--- config.mk ---
export PLATFORM = sky130hd
export DESIGN_NAME = window_generator_flat
export DESIGN_NICKNAME = d
export VERILOG_FILES = /design/src/rtl/img_pkg.sv /design/src/rtl/window_generator_if.sv /design/src/rtl/line_buffer.sv /design/src/rtl/window_generator.sv /design/src/flat_wrapper.sv
export SDC_FILE = /design/constraint.sdc
export NUM_CORES = 1
export LEC_CHECK = 0
export ABC_CLOCK_PERIOD_IN_PS = 4700
export CORE_ASPECT_RATIO = 1.4
export CORE_UTILIZATION = 28
export CTS_CLUSTER_SIZE = 28
export DETAILED_ROUTE_END_ITERATION = 7
export GPL_ROUTABILITY_DRIVEN = 0
export HOLD_SLACK_MARGIN = 0.03
export SYNTH_ARGS = -nofsm -noshare
export SYNTH_HDL_FRONTEND = slang
export SYNTH_SLANG_ARGS = --single-unit
--- constraint.sdc ---
create_clock -name clk -period 4.7 [get_ports clk]
set_input_delay 0.94 -clock clk [delete_from_list [all_inputs] [get_ports clk]]
set_output_delay 0.94 -clock clk [all_outputs]
set_load 0.03 [all_outputs]
--- src/rtl/img_pkg.sv ---
// Shared pixel/window types and FSM state encoding for the image filter pipeline.
// Used by the window generator and the downstream filter stage.
package img_pkg;

    localparam int PIX_W  = 8;
    localparam int KERNEL = 3;

    typedef logic [PIX_W-1:0] pixel_t;

    // Indexed [row][col]; row 0 is the oldest line, col 0 the oldest column.
    typedef pixel_t [KERNEL-1:0][KERNEL-1:0] window_t;

    typedef enum logic {
        ST_FILL = 1'b0,
        ST_RUN  = 1'b1
    } state_t;

endpackage

--- src/rtl/window_generator_if.sv ---
// Pixel-in / window-out stream bundle between the raster source, the window
// generator (slave) and the filter stage.
interface window_generator_if;
    import img_pkg::*;

    pixel_t  pix_data;
    logic    pix_valid;
    logic    pix_ready;
    window_t win_data;
    logic    win_valid;
    logic    win_ready;
    logic    frame_done;

    modport master (
        output pix_data, pix_valid, win_ready,
        input  pix_ready, win_data, win_valid, frame_done
    );

    modport slave (
        input  pix_data, pix_valid, win_ready,
        output pix_ready, win_data, win_valid, frame_done
    );

endinterface

--- src/rtl/line_buffer.sv ---
// One-line pixel delay: dout is the pixel written DEPTH enables ago; the
// delay line advances only when en is high.
module line_buffer
    import img_pkg::*;
#(
    parameter int DEPTH = 8
) (
    input  logic   clk,
    input  logic   rst_n,
    input  logic   en,
    input  pixel_t din,
    output pixel_t dout
);

    localparam int AW = (DEPTH > 1) ? $clog2(DEPTH) : 1;
    localparam logic [AW-1:0] PTR_LAST = AW'(DEPTH - 1);

    pixel_t          mem [DEPTH];
    logic [AW-1:0]   ptr;

    assign dout = mem[ptr];

    always_ff @(posedge clk or negedge rst_n) begin
        if (!rst_n) begin
            ptr <= '0;
        end else if (en) begin
            ptr <= (ptr == PTR_LAST) ? '0 : ptr + AW'(1);
        end
    end

    // NOTE: storage arrays get no reset so they map to RAM; stale contents are never observable.
    always_ff @(posedge clk) begin
        if (en) begin
            mem[ptr] <= din;
        end
    end

endmodule

--- src/rtl/window_generator.sv ---
// Turns a raster pixel stream into 3x3 neighbourhood windows (no border
// padding) for the filter stage, with a registered valid/ready output.
module window_generator
    import img_pkg::*;
#(
    parameter int IMG_WIDTH  = 8,
    parameter int IMG_HEIGHT = 8
) (
    input logic               clk,
    input logic               rst_n,
    window_generator_if.slave bus
);

    localparam int CW = $clog2(IMG_WIDTH);
    localparam int RW = $clog2(IMG_HEIGHT);
    localparam logic [CW-1:0] COL_LAST = CW'(IMG_WIDTH - 1);
    localparam logic [RW-1:0] ROW_LAST = RW'(IMG_HEIGHT - 1);

    state_t        state, state_nxt;
    logic [CW-1:0] col;
    logic [RW-1:0] row;
    logic          accept, line_end, frame_end, emit;
    pixel_t        tap1, tap2;
    window_t       sr, win_nxt, win_q;
    logic          win_valid_q, frame_done_q;

    assign bus.pix_ready  = !win_valid_q || bus.win_ready;
    assign bus.win_data   = win_q;
    assign bus.win_valid  = win_valid_q;
    assign bus.frame_done = frame_done_q;

    assign accept    = bus.pix_valid && bus.pix_ready;
    assign line_end  = accept && (col == COL_LAST);
    assign frame_end = line_end && (row == ROW_LAST);
    assign emit      = accept && (state == ST_RUN) && (col >= CW'(2));

    // NOTE: sequential state uses non-blocking assignments so every flop samples pre-edge values.
    always_ff @(posedge clk or negedge rst_n) begin
        if (!rst_n) begin
            col <= '0;
            row <= '0;
        end else if (accept) begin
            col <= line_end ? '0 : col + CW'(1);
            if (frame_end) begin
                row <= '0;
            end else if (line_end) begin
                row <= row + RW'(1);
            end
        end
    end

    always_ff @(posedge clk or negedge rst_n) begin
        if (!rst_n) begin
            state <= ST_FILL;
        end else begin
            state <= state_nxt;
        end
    end

    // NOTE: default assignment first keeps this combinational block latch-free.
    always_comb begin
        state_nxt = state;
        case (state)
            ST_FILL: if (line_end && (row == RW'(1))) state_nxt = ST_RUN;
            ST_RUN:  if (frame_end)                   state_nxt = ST_FILL;
            default: state_nxt = ST_FILL;
        endcase
    end

    line_buffer #(.DEPTH(IMG_WIDTH)) u_lb_r1 (
        .clk  (clk),
        .rst_n(rst_n),
        .en   (accept),
        .din  (bus.pix_data),
        .dout (tap1)
    );

    line_buffer #(.DEPTH(IMG_WIDTH)) u_lb_r2 (
        .clk  (clk),
        .rst_n(rst_n),
        .en   (accept),
        .din  (tap1),
        .dout (tap2)
    );

    // Shift every row left one column and append the column for the accepted pixel.
    always_comb begin
        win_nxt = sr;
        for (int r = 0; r < KERNEL; r++) begin
            win_nxt[r][0] = sr[r][1];
            win_nxt[r][1] = sr[r][2];
        end
        win_nxt[0][2] = tap2;
        win_nxt[1][2] = tap1;
        win_nxt[2][2] = bus.pix_data;
    end

    always_ff @(posedge clk) begin
        if (accept) begin
            sr <= win_nxt;
        end
        if (emit) begin
            win_q <= win_nxt;
        end
    end

    always_ff @(posedge clk or negedge rst_n) begin
        if (!rst_n) begin
            win_valid_q  <= 1'b0;
            frame_done_q <= 1'b0;
        end else begin
            frame_done_q <= frame_end;
            if (emit) begin
                win_valid_q <= 1'b1;
            end else if (bus.win_ready) begin
                win_valid_q <= 1'b0;
            end
        end
    end

endmodule

--- src/flat_wrapper.sv ---
// flat-port wrapper written by rule: the top's interface ports become plain ports
module window_generator_flat import img_pkg::*;
#(
    parameter int IMG_WIDTH  = 8,
    parameter int IMG_HEIGHT = 8
)
  (clk, rst_n, bus_pix_data, bus_pix_valid, bus_win_ready, bus_pix_ready, bus_win_data, bus_win_valid, bus_frame_done);
  window_generator_if bus_i ();
  input logic clk;
  input logic rst_n;
  input wire logic [$bits(bus_i.pix_data)-1:0] bus_pix_data;
  input wire logic [$bits(bus_i.pix_valid)-1:0] bus_pix_valid;
  input wire logic [$bits(bus_i.win_ready)-1:0] bus_win_ready;
  output wire logic [$bits(bus_i.pix_ready)-1:0] bus_pix_ready;
  output wire logic [$bits(bus_i.win_data)-1:0] bus_win_data;
  output wire logic [$bits(bus_i.win_valid)-1:0] bus_win_valid;
  output wire logic [$bits(bus_i.frame_done)-1:0] bus_frame_done;
  assign bus_i.pix_data = bus_pix_data;
  assign bus_i.pix_valid = bus_pix_valid;
  assign bus_i.win_ready = bus_win_ready;
  assign bus_pix_ready = bus_i.pix_ready;
  assign bus_win_data = bus_i.win_data;
  assign bus_win_valid = bus_i.win_valid;
  assign bus_frame_done = bus_i.frame_done;
  window_generator #(.IMG_WIDTH(IMG_WIDTH), .IMG_HEIGHT(IMG_HEIGHT)) u_core (.clk(clk), .rst_n(rst_n), .bus(bus_i));
endmodule
* Word-level counts from Yosys, hierarchy flattened
Memory sizes are Yosys's and may differ from the RTL's. Index checks and enable logic that the tools add are counted.
Storage, ports and cells: flip-flop bits (word level) 135, bits in latches 0, memory bits (writable) 128, bits in read-only memories 0, input port bits 12, output and inout port bits 75, word-level logic and storage cells 58, memories 2
Cells by class: add/subtract/negate cells 4, $mul 0, div/mod/pow operators 0, $lt $le $gt $ge 1, eq/ne operators 5, shift operators 0, muxes and demuxes 12, bitwise operators 1, reduce and logical (&&, ||, !) cells 11
Memories:
- u_core.u_lb_r1.mem | words 8, width 8, rd ports 1, clocked after Yosys merged registers in 0, write ports 1, RTL line line_buffer.sv:18 | pixel_t mem [DEPTH];
- u_core.u_lb_r2.mem | words 8, width 8, rd ports 1, clocked after Yosys merged registers in 0, write ports 1, RTL line line_buffer.sv:18
Operator list (number):
- $mux 3 | 5
- $add 3x1->3 const B | 4
- $eq 3x3->1 const B | 4
- $logic_and 1x1->1 | 6
- $mux 1 | 6
- $reduce_bool 2->1 | 2
- $eq 3x1->1 const B | 1
- $ge 3x2->1 const B | 1
- $pmux 1 s2 | 1
- $reduce_and 2->1 | 1
- $logic_not 1->1 | 1
- $logic_or 1x1->1 | 1
- $not 1->1 | 1

* Longest topological paths before layout
Gate-level depths: netlist of the first run.
depth in word-level cells 7, depth in mapped cells 6, depth with buffers taken out 5

* Hierarchy
Synthesis of the first run repeated with hierarchy kept, for this count alone.
Second synthesis, totals: cells, all modules 480, area total of the unflattened synthesis 9526.6 µm²
By module, submodules not included:
- window_generator | instances 1, cells each 165, area each 4106.4 µm², sequential area each 3828.7 µm²
- line_buffer at u_core.u_lb_r1 | instances 1, cells each 159, area each 2716.4 µm², sequential area each 1996.9 µm²
- line_buffer at u_core.u_lb_r2 | instances 1, cells each 156, area each 2703.8 µm², sequential area each 1996.9 µm²

* Worst setup path after synthesis of the first run
Ideal clock, no wire load.
path kind input port to flip-flop, from in bus_win_ready, to reg u_core.win_q (netlist bit u_core.bus.win_data[0]) (enable), setup time 0.502 ns, arrival time 4.758 ns, data required time 4.198 ns, setup slack -0.560 ns, cell stages on the path 5, buffers on the path 2, cell sequence nand2b_1 > nand2_1 > buf_2 > buf_2 > nor2_1
Between the ends: cells in the longest elaborated chain, start to end 4
RTL lines:
- start: declaration | RTL line flat_wrapper.sv:13 | input wire logic [$bits(bus_i.win_ready)-1:0] bus_win_ready;
- $logic_or 1x1->1 | RTL line window_generator.sv:27 | assign bus.pix_ready = !win_valid_q || bus.win_ready;
- $logic_and 1x1->1 | RTL line window_generator.sv:32 | assign accept = bus.pix_valid && bus.pix_ready;
- $logic_and 1x1->1 (2 in a row) | RTL line window_generator.sv:35 | assign emit = accept && (state == ST_RUN) && (col >= CW'(2));
- named net u_core.emit | RTL line window_generator.sv:22 | logic accept, line_end, frame_end, emit;
- end signal: assignment | RTL line window_generator.sv:103 | win_q <= win_nxt;
- end: declaration | RTL line window_generator.sv:24 | window_t sr, win_nxt, win_q;
The timed path passes the listed nets, and every way through them passes these cells. A chain may end at the register's enable or synchronous reset.

* Worst setup path after layout of the first run
from in bus_win_ready, to out bus_pix_ready
Between the ends: cells in the longest elaborated chain, start to end 1
RTL lines:
- $logic_or 1x1->1 | RTL line window_generator.sv:27
- end: declaration | RTL line flat_wrapper.sv:14 | output wire logic [$bits(bus_i.pix_ready)-1:0] bus_pix_ready;
No other way between the ends.

==> impl.org, run 1 <==
** Power and ir drop
- Worst IR Drop VDD :: between 200 and 250 µV
- Areal power density over the cells :: 612.3 nW/µm²
- In this run the static leakage power is 0.003851 µW.
- Overall power after layout :: 7066 µW

** Synthesis
- The number of different library cells used by synthesis comes to 39.
- Sequential elements use 83.29% of the synthesized area.
- Area leader, netlist :: edfxtp_1
- Yosys Warn Count :: 0
- After synthesis the cells add up to 9392 µm².
- Largest cells by area after synthesis :: edfxtp_1 79%, dfrtp_1 4.0%, mux4_2 3.8%
- Synthesized area divided by synthesized cell count :: between 20 and 25 µm²
- Synthesis produced a netlist whose cell count is 441.
- Synthesis produced a netlist with a net count of between 400 and 500.
- The synthesized design contains 263 register bits.
- Fraction of post-synthesis cell area in the top cell type by area :: 79.30%

** Floorplanning
- Initial core utilization :: 28.36%
- Full die area :: 34,290 µm²
- Core ar. :: 33,110 µm²
- From bottom edge to top edge, the die measures about 220 µm.
- The die is 156.8 µm wide.
- For this design the top-level I/O count stands at 87.
- Number of cell rows :: 79

** Clock network
- In this run, CTS created clock tree buffers numbering 24.
- Once the clock tree was built, the resizer swapped 0 gates to a different size.
- TritonCTS built the clock tree.
- Number of buffers between clock root and the deepest sink :: 3
- Clock latency on the worst-skew pair, taken at its later pin, is 520 ps.
- Buffers inserted during post-CTS setup optimization :: 0
- Htree depth :: 1
- Total number of clock tree sinks :: 263
- In this run the clock root is driven by a clkbuf_16.
- For this design, the CTS-stage hold fixing added 0 buffers.
- Clock edge transition at the registers on the reported setup and hold paths :: 70 ps

** Global route
- Sum of overflow across all layers after global routing :: 0
- The number of antenna violations at the first check in global routing came to 0.
- The number of global-route vias before repair is 4,668.
- Entering global routing, the biggest net connects 38 pins.
- Wire length of the first global-routing pass :: 27.58 mm
- In the global route stage, overall resource usage came out at ~11%.

** Critical path
- Category of the worst setup path launch point :: input port
- Tracing the worst setup path back leads to its startpoint at bus_win_ready.
- Cell count of the worst reg-to-reg path :: 2
- Along the worst path, the maximum fanout reaches 4.
- Flop2flop setup slack :: 2080 ps
- Worst setup path endpoint :: bus_pix_ready
- Beginning of the worst register-to-register path :: u_core.u_lb_r1.ptr[0]$_DFFE_PN0P_
- The worst setup path is captured at a primary output.
- Crit Path Class :: input port to primary output
- The worst register-to-register path ends at u_core.u_lb_r1.mem[1][5]$_DFFE_PP_.
- Arrival @ worst endpoint :: 2230 ps
- Required time of the critical path :: 3760 ps

** Timing
- Fmax :: 0.3155 GHz
- The number of max-slew violations in the final report came to 0.
- Tcrit/Tclk final :: 67.43%
- Across the routed clock network, the largest skew measured is 12.46 ps.
- Count of endpoints failing setup in the final report :: 0
- Headroom to the max-slew limit came out at 17.37%.
- Worst slew pin tran :: roughly 1200 ps
- Count of endpoints failing hold in the final timing report :: 0
- Across all setup checks in the final design, the least slack found is 1531 ps.
- Final-layout setup total negative slack :: 0 ps
- After layout, the minimum clock period comes to 3169 ps.
- Unrepaired setup endpoints after global routing :: false

** Drt
- Final ANT Viol Nets :: 0
- Summed over all layers, the routed wires come to 18.02 mm.
- In the final routed layout, each cell accounts on average for 17.91 µm.
- The detailed router finished its first iteration with approximately 300 violations.
- Drt first pass iters :: 4
- Via density :: 4.317
- The routed layout has 4,343 vias.
- Total DRC errors in the routed layout :: 0

** Hold path
- The min-delay analysis places its worst path in the category flip-flop to flip-flop.

** Place
- Post-DP HPWL :: 12.32 mm
- Post-placement worst setup slack :: approximately 1200 ps
- Input and output buffers added on the ports amount to between 80 and 90.

** Final layout
- Post-layout net count :: around 570
- Antenna cell count :: 0
- Cells with a size suffix above 1 make up 14.44% of the layout.
- The filler cells instantiated in the layout total 3,076.
- Most frequent cells in the layout :: 248 x edfxtp_1, 86 x clkdlybuf4s50_1, 30 x nand2_1
- Post-layout utilization of the core :: 34.85%
- Leading cell type in the layout, fill and taps excluded :: edfxtp_1
- From synthesis to final layout, the design area changed by 22.87%.

** Flow run
- Max-Cap Viols :: 0

** Status
- The run finished with clean final reports.
[worst min path at each step]
stage	start	to	cells past startpoint
floorplan	u_core.sr[8]$_DFFE_PP_	u_core.bus.win_data[0]$_DFFE_PP_	0
global placement	u_core.sr[12]$_DFFE_PP_	u_core.bus.win_data[4]$_DFFE_PP_	0
detailed placement	u_core.sr[11]$_DFFE_PP_	u_core.bus.win_data[3]$_DFFE_PP_	0
CTS	u_core.sr[58]$_DFFE_PP_	u_core.bus.win_data[50]$_DFFE_PP_	0
global route	u_core.sr[12]$_DFFE_PP_	u_core.bus.win_data[4]$_DFFE_PP_	0
finish	u_core.sr[58]$_DFFE_PP_	u_core.bus.win_data[50]$_DFFE_PP_	0
[critical path, stage by stage]
cell,delay (ps)
clkdlybuf4s50_1,440
nand2b_1,160
clkdlybuf4s50_1,690
[synth_stat cells]
cell / instances
edfxtp_1: 248
nand2_1: 30
mux4_2: 16
dfrtp_1: 15
buf_2: 12
nor3_1: 12
ha_1: 10
nor2_1: 10
mux2_2: 8
mux4_1: 8
a21oi_1: 7
inv_1: 7
o21ai_0: 7
mux2i_1: 6
nand2b_1: 6
and3_1: 4
mux2_4: 4
a21o_1: 3
a211o_1: 2
a31oi_1: 2
buf_6: 2
nand3_1: 2
nand3b_1: 2
nor2b_1: 2
o22ai_1: 2
a311o_1: 1
a41oi_1: 1
buf_1: 1
buf_4: 1
buf_8: 1
clkbuf_1: 1
nor3b_1: 1
nor4_1: 1
o211ai_1: 1
o21a_1: 1
o221ai_1: 1
o31ai_1: 1
o32ai_1: 1
or3_1: 1
[final cells by class]
type                            instances  area [µm²]  area share [%]
Inverter                                7       26.28          0.2277
Multi-Input combinational cell        153        1438           12.46
Clock buffer                           25       625.6           5.421
Clock inverter                         19       150.1           1.301
Timing Repair Buffer                   94       920.9           7.980
Tap cell                              445       556.8           4.825
Sequential cell                       263        7823           67.79
[through the flow]
step	hold slack [ps]	instance area (µm²)	std cells
CTS	417.5	11540	1006
global route	422.9	11540	1006
floorplan	400.3	9394	441
global placement	400.9	10760	962
detailed placement	404.5	10760	962
finish	416.2	11540	1006
[registers in the layout, summed over array words and instances (netlist names)]
register,flops
u_core.sr,48
u_core.bus.win_valid,1
u_core.u_lb_r2.mem,64
u_core.u_lb_r1.ptr,3
u_core.u_lb_r2.ptr,3
u_core.row,3
u_core.col,3
u_core.state,1
u_core.bus.frame_done,1
u_core.u_lb_r1.mem,64
u_core.bus.win_data,72
[report_power, final]
part           internal (µW)  total [µW]  switching [µW]
clock network           1080        1910             827
registers               3330        3650             323
logic                    608        1510             899
total                   5020        7070            2050
[routing by layer]
metal,routed length [µm],GRT usage [%],part of all wire (%)
met1,6380,11.14,35
met2,10090,20.40,56
met3,926,2.003,5.1
met4,625,5.359,3.5
met5,0,0,0
[cell families (layout without fill, tap and decap cells)]
| family | Yosys count | count (layout) | synth area share [%] |
|---|---|---|---|
| flops | 263 | 263 | 83.29 |
| simple gates | 71 | 71 | 3.517 |
| buf+inv | 25 | 145 | 1.479 |
| compound gates | 30 | 30 | 2.065 |
| mux | 42 | 42 | 8.313 |
| fa+ha+maj | 10 | 10 | 1.332 |
No activity file was read; power rests on OpenSTA's default activity.
==> run 2: changes to the inputs <==
--- a/config.mk
+++ b/config.mk
@@ -5,7 +5,7 @@
 export SDC_FILE = /design/constraint.sdc
 export NUM_CORES = 1
 export LEC_CHECK = 0
-export ABC_CLOCK_PERIOD_IN_PS = 4700
+export ABC_CLOCK_PERIOD_IN_PS = 3000
 export CORE_ASPECT_RATIO = 1.4
 export CORE_UTILIZATION = 28
 export CTS_CLUSTER_SIZE = 28
==> constraint.sdc (replaced) <==
create_clock -name clk -period 3 [get_ports clk]
set_input_delay 0.6 -clock clk [delete_from_list [all_inputs] [get_ports clk]]
set_output_delay 0.6 -clock clk [all_outputs]
set_load 0.03 [all_outputs]
==> run 2 against run 1 <==
Net effect: die area is the same; clock-buffer cell count grew 3; combinational power grew 57%; sequential power grew 57%; critical path type unchanged; sequential share of layout area shrank 1.8 points; via count shrank 1.1%; hold slack gained 2.4 ps.
==> impl.org, run 2 (same netlist as run 1, synthesis figures left out) <==
** Status
- The flow ran to the end, and the final reports show no timing, DRC or antenna violations.

** Drt
- The remaining antenna violation count is 0 (unchanged).
- The average vias per placed instance is 4.171 (-3.4%).
- The number of vias after detailed routing is 4,296 (-1.1%).
- The post-detailed-route wirelength per cell is 16.36 µm (-8.7%).
- The total wire length is 16.85 mm (-6.5%).
- The number of DRC markers after the initial detailed-route iteration came to 350 (+19%).
- Drt first pass iters :: 4 (unchanged)
- Total DRC errors in the routed layout :: 0 (unchanged)

** Final layout
- The number of nets in the layout came to 588 (+4.1%).
- The proportion of layout cells with a drive suffix above 1 came to 17.26% (+2.8 points).
- The area of all placed cells without fillers is 11,860 µm² (+2.8%).
- In the layout the commonest cells are 248 x edfxtp_1, 86 x clkdlybuf4s50_1, 30 x nand2_1.
- The number of flip-flops under the largest register name was 72 (unchanged).
- The area growth from synthesis to layout is 26.27%.
- The antenna cell count came to 0 (unchanged).
- The library cell used most frequently in the layout, excluding fill and tap cells, is edfxtp_1.
- The fill cell total of the finished layout is 3,023 (-1.7%).

** Power and ir drop
- The ratio of total power to cell area is 973.4 nW/µm² (+59%).
- The cell leakage power is 0.004003 µW (+3.9%).
- The worst voltage drop across the vdd grid is 419.5 µV (+75%).

** Clock network
- Total number of clock tree sinks :: 263 (unchanged)
- Htree depth :: 1 (unchanged)
- The hold buffer count at CTS is 0 (unchanged).
- The buffer levels on the longest clock path is 3 (unchanged).
- Clock edge transition at the registers on the reported setup and hold paths :: 60 ps (about the same)
- Worst-skew pair later-pin latency :: 550 ps (+30 ps)
- CTS tree :: done
- The total CTS buffers came to 25 (+4.2%).
- The post-cts repair resize count was 0 (unchanged).
- Root Driver :: clkbuf_16
- The buffers inserted during post-CTS setup optimization came to 0 (unchanged).

** Critical path
- The required time at the worst-slack endpoint is 2400 ps (-1360 ps).
- Crit Path Class :: input port to primary output
- Arrival @ worst endpoint :: 1890 ps (-340 ps)
- Category of the worst setup path launch point :: input port
- Endpoint kind of the worst setup timing path :: primary output
- The biggest fanout along the worst timing path is 4 (unchanged).

** Global route
- Vias in the first global route :: 4,631 (-0.79%)
- Sum of overflow across all layers after global routing :: 0 (unchanged)
- Wire length of the first global-routing pass :: 26.35 mm (-4.5%)
- Maximum number of pins on one net before global-route repair :: 43 (+13%)
- Gr usage total :: 10.12% (-0.65 points)
- The number of antenna violations at the first check in global routing is 0 (unchanged).

** Timing
- Final-layout setup total negative slack :: 0 ps (unchanged)
- Tcrit/Tclk final :: 83.16%
- Pins Over Slew Limit :: 0 (unchanged)
- Worst slew pin tran :: 942.3 ps (-294.4 ps)
- The number of setup violations in the final report is 0 (unchanged).
- Max-Slew Margin vs Limit :: 37.18% (+20 points)
- Setup repair after global routing left no endpoint under its margin.
- Based on the critical path, the design can be clocked at up to 0.4008 GHz.
- The setup slack of the critical path after layout came to 505.2 ps (-1025 ps).
- The final worst clock skew is 22.83 ps (+10.36 ps).
- After layout, the minimum clock period comes to about 2500 ps.
- The number of hold violations in the final report came to 0 (unchanged).

** Place
- Number of input and output port buffers inserted :: 86 (unchanged)
- The worst slack at placement came to 374.3 ps (-798.6 ps).
- The area of placed instances is 10,940 µm² (+1.6%).
- The placed wire-length estimate after detailed placement came to 11.34 mm (-8.0%).

** Hold path
- The path class of the tightest hold or removal check is flip-flop to flip-flop.

** Floorplanning
- Number of cell rows :: 79 (unchanged)
- The area of the placeable core came to 33,110 µm² (unchanged).
- Die extent in y :: 218.7 µm (unchanged)
- The total die area is 34,290 µm² (unchanged).
- The initial core utilization was 28.36% (unchanged).
- I/O Pins :: 87 (unchanged)
- The width of the die came to 156.8 µm (unchanged).

** Flow run
- The reported max-cap violation count is 0 (unchanged).
[run 2: changes by cell type in the layout (fill, tap and decap cells not counted), sizes merged]
cell,delta
buf,+22
clkinv,-10
bufinv,+4
clkinvlp,+4
clkbuf,+3
inv,+1
[run 2: path summary, 6_finish.rpt]
kind                                                   start                                  to  slack, ps  cells after the start
hold reg to reg                      u_core.sr[12]$_DFFE_PP_    u_core.bus.win_data[4]$_DFFE_PP_        420                      0
min in group asynchronous                              rst_n    u_core.bus.win_valid$_DFFE_PN0P_        480                      1
setup reg to reg           u_core.u_lb_r1.ptr[0]$_DFFE_PN0P_  u_core.u_lb_r2.mem[3][7]$_DFFE_PP_        710                      5
setup / recovery                               bus_win_ready                       bus_pix_ready        510                      3
hold / removal                       u_core.sr[12]$_DFFE_PP_    u_core.bus.win_data[4]$_DFFE_PP_        420                      0
max in group asynchronous                              rst_n   u_core.u_lb_r1.ptr[0]$_DFFE_PN0P_       2080                      1
[run 2: routing by layer]
metal  global-route usage (%)  vias to the layer above  routed length, µm
met4                    3.922                        0                433
met3                    2.201                       29                796
met1                    10.98                     2176               6429
met5                        0                        -                  0
met2                    18.87                       86               9194
li1                         -                     2005                  -
[run 2: per-stage QoR]
| stage | instances | hold slack (ps) | utilization (%) | power (µW) |
|---|---|---|---|---|
| 3_5_place_dp | 984 | 404.5 | 33.04 | 8246 |
| 5_1_grt | 1030 | 426.3 | 35.81 | 12080 |
| 3_3_place_gp | 984 | 401.3 | 33.04 | 8094 |
| 6_report | 1030 | 418.6 | 35.81 | 11540 |
| 4_1_cts | 1030 | 419.1 | 35.81 | 11720 |
| 2_1_floorplan | 441 | 304.4 | - | 7248 |
[run 2: critical path, cell delays in order]
cell and delay [ps]:
clkdlybuf4s50_1 440, nand2b_1 160, clkdlybuf4s50_1 690
[run 2: power by group]
group | internal [µW] | total, µW | switching [µW]
Clock | 2070 | 3450 | 1380
Sequential | 5210 | 5720 | 509
Combinational | 1030 | 2370 | 1340
Total | 8320 | 11500 | 3230
[run 2: area by class of cell]
type	count	area (µm²)	area share [%]
well taps	445	556.8	4.695
repair buffers	116	1099	9.264
multi-input cells	153	1438	12.12
inverters	7	26.28	0.2216
clock buffers	28	636.9	5.370
clock inverters	18	280.3	2.363
flip-flops and latches	263	7823	65.96
==> run 3: changes to the inputs <==
--- a/config.mk
+++ b/config.mk
@@ -5,7 +5,7 @@
 export SDC_FILE = /design/constraint.sdc
 export NUM_CORES = 1
 export LEC_CHECK = 0
-export ABC_CLOCK_PERIOD_IN_PS = 3000
+export ABC_CLOCK_PERIOD_IN_PS = 2550
 export CORE_ASPECT_RATIO = 1.4
 export CORE_UTILIZATION = 28
 export CTS_CLUSTER_SIZE = 28
==> constraint.sdc (replaced) <==
create_clock -name clk -period 2.55 [get_ports clk]
set_input_delay 0.51 -clock clk [delete_from_list [all_inputs] [get_ports clk]]
set_output_delay 0.51 -clock clk [all_outputs]
set_load 0.03 [all_outputs]
==> run 3 against run 2 <==
Net effect: power increased by 17%; critical endpoint unchanged; setup slack got worse by 240 ps; register-to-register slack got worse by 360 ps; hold slack improved by 1.9 ps; first-iteration DRC count decreased by 20%; clock power increased by 17%; die area unchanged; critical path type unchanged.
==> impl.org, run 3 (same netlist as run 1, synthesis figures left out) <==
** Global route
- The total global routing overflow was 0 (unchanged).
- Initial antenna violation count :: 0 (unchanged)
- The first-pass GRT wire length was 26.85 mm (+1.9%).
- The global-route usage over all layers was 10.33% (+0.21 points).
- The maximum number of pins on one net before global-route repair is 73 (+70%).
- The number of global-route vias before repair is 4,643 (+0.26%).

** Power and ir drop
- LEAKAGE :: 0.003998 µW (-0.10%)
- Internal power summed over all cells :: 9797 µW (+18%)
- Switching Power :: 3745 µW (+16%)
- The switching fraction of total power was 27.65% (-0.32 points).
- The sequential cell fraction of total power is 49.5% (about the same).
- Relative contribution of the clock network to total power :: 29.7% (-0.2 points)
- The share of power burned in combinational logic was 20.9% (+0.3 points).
- The worst voltage drop across the vdd grid came to 454.2 µV (+8.3%).
- Areal power density over the cells :: 1145 nW/µm² (+18%)

** Drt
- Initial detailed-routing violation count :: 280 (-20%)
- The total wire length came to 17.12 mm (+1.6%).
- The remaining antenna violation count is 0 (unchanged).
- The detailed-route DRC error count came to 0 (unchanged).
- The post-detailed-route wirelength per cell came to 16.68 µm (+2.0%).
- Via density :: 4.186 (+0.37%)
- Drt first pass iters :: 4 (unchanged)
- The number of vias after detailed routing is 4,295 (-0.023%).

** Floorplanning
- Core ar. :: 33,110 µm² (unchanged)
- Die extent in y :: 218.7 µm (unchanged)
- Number of cell rows :: 79 (unchanged)
- The total die area is 34,290 µm² (unchanged).
- The initial core utilization was 28.36% (unchanged).
- I/O Pins :: 87 (unchanged)
- The width of the die is 156.8 µm (unchanged).

** Hold path
- The path class of the tightest hold or removal check is input port to async pin.

** Critical path
- Crit Path Class :: input port to primary output
- The arrival time of data at the critical path endpoint came to 1780 ps (-110 ps).
- STA classifies the critical path endpoint as a primary output.
- Category of the worst setup path launch point :: input port
- Highest fanout seen on the critical path :: 4 (unchanged)
- The required time at the worst-slack endpoint is 2040 ps (-360 ps).

** Clock network
- Buffers inserted during post-CTS setup optimization :: 0 (unchanged)
- Total number of clock tree sinks :: 263 (unchanged)
- Number of buffers between clock root and the deepest sink :: 3 (unchanged)
- TritonCTS buffer count :: 25 (unchanged)
- Clock edge transition at the registers on the reported setup and hold paths :: 70 ps (about the same)
- Root Driver :: clkbuf_16
- The hold buffer count at CTS came to 0 (unchanged).
- The worst-skew pair later-pin latency was 520 ps (-30 ps).
- The number of H-tree branching levels is 1 (unchanged).
- The post-cts repair resize count was 0 (unchanged).
- TritonCTS built the clock tree.

** Final layout
- Post-Layout Inst Area :: 11,830 µm² (-0.23%)
- Post-layout net count :: 585 (-0.51%)
- The antenna cell count is 0 (unchanged).
- Fill cell instance count of the final layout :: 3,081 (+1.9%)
- In the layout the commonest cells are 248 x edfxtp_1, 86 x clkdlybuf4s50_1, 29 x nand2_1.
- Synthesis-to-layout area growth :: 25.98%
- The library cell used most frequently in the layout, excluding fill and tap cells, is edfxtp_1.
- Fraction of final layout cells with drive strength greater than 1 :: 17.38% (+0.12 points)
- The number of flip-flops under the largest register name was 72 (unchanged).

** Status
- Run status :: complete, no violations

** Timing
- Final setup skew :: 8.510 ps (-14.32 ps)
- The worst slew slack as a fraction of its limit is 42.81% (+5.6 points).
- Unrepaired setup endpoints after global routing :: false
- Time the final worst path needs with I/O delays and setup :: 2288 ps
- Worst slew pin tran :: 857.9 ps (-84.40 ps)
- Tcrit/Tclk final :: about nine tenths
- The setup total negative slack was 0 ps (unchanged).
- Fmax :: between 0.4 and 0.5 GHz
- The number of setup violations in the final report is 0 (unchanged).
- Count of endpoints failing hold in the final timing report :: 0 (unchanged)
- The number of max-slew violations in the final report was 0 (unchanged).

** Flow run
- The reported max-cap violation count came to 0 (unchanged).

** Place
- The placed wire-length estimate after detailed placement was 11.23 mm (-0.95%).
- The count of input and output buffers is 86 (unchanged).
- The area of placed instances was 10,940 µm² (about the same).
run 3: metrics by stage:
step	power [µW]	hold WS (ps)	setup slack [ps]	std cells	util, %
after floorplan	8540	214.4	3.628	441	-
after global placement	9514	401.0	241.2	981	33.05
after detailed placement	9716	405.2	236.2	981	33.05
after CTS	13790	415.8	253.4	1026	35.73
after global routing	14210	422.0	221.4	1026	35.73
final	13540	420.5	262.2	1026	35.73
run 3: final cells by class:
| class | count | area, µm² | area share, % |
|---|---|---|---|
| flip-flops and latches | 263 | 7824 | 66.13 |
| multi-input cells | 153 | 1448 | 12.24 |
| repair buffers | 113 | 1089 | 9.201 |
| clock buffers | 28 | 646.9 | 5.467 |
| well taps | 445 | 556.8 | 4.706 |
| clock inverters | 17 | 241.5 | 2.041 |
| inverters | 7 | 26.28 | 0.2221 |
run 3: metal layers:
metal	vias to the layer above	routed length (µm)	part of all wire [%]	GRT usage, %
li1	1997	-	-	-
met5	-	0	0	0
met2	79	9597	56	19.60
met1	2188	6353	37	11.01
met3	31	717	4.2	2.042
met4	0	446	2.6	4.118
run 3: path summary, 6_finish.rpt:
check,start,endpoint,slack [ps],depth (start not counted)
max,bus_win_ready,bus_pix_ready,260,3
min,rst_n,u_core.bus.frame_done$_DFF_PN0_,420,1
max reg2reg,u_core.u_lb_r1.ptr[0]$_DFFE_PN0P_,u_core.u_lb_r2.mem[4][7]$_DFFE_PP_,350,5
min reg2reg,u_core.sr[14]$_DFFE_PP_,u_core.bus.win_data[6]$_DFFE_PP_,420,0
max in group asynchronous,rst_n,u_core.bus.win_valid$_DFFE_PN0P_,1620,1
min in group clk,u_core.sr[14]$_DFFE_PP_,u_core.bus.win_data[6]$_DFFE_PP_,420,0
run 3: worst max-delay path: stages:
cell and delay, ps:
clkdlybuf4s50_1 450, nand2b_4 130, clkdlybuf4s50_1 680
run 3: power groups by stage:
stage / registers [µW] / clock network (µW) / logic [µW]
final: 6700 / 4020 / 2830
after global routing: 6820 / 4290 / 3100
after CTS: 6720 / 4160 / 2910
after detailed placement: 6820 / 0 / 2900
after global placement: 6750 / 0 / 2770
after floorplan: 6750 / 0 / 1790
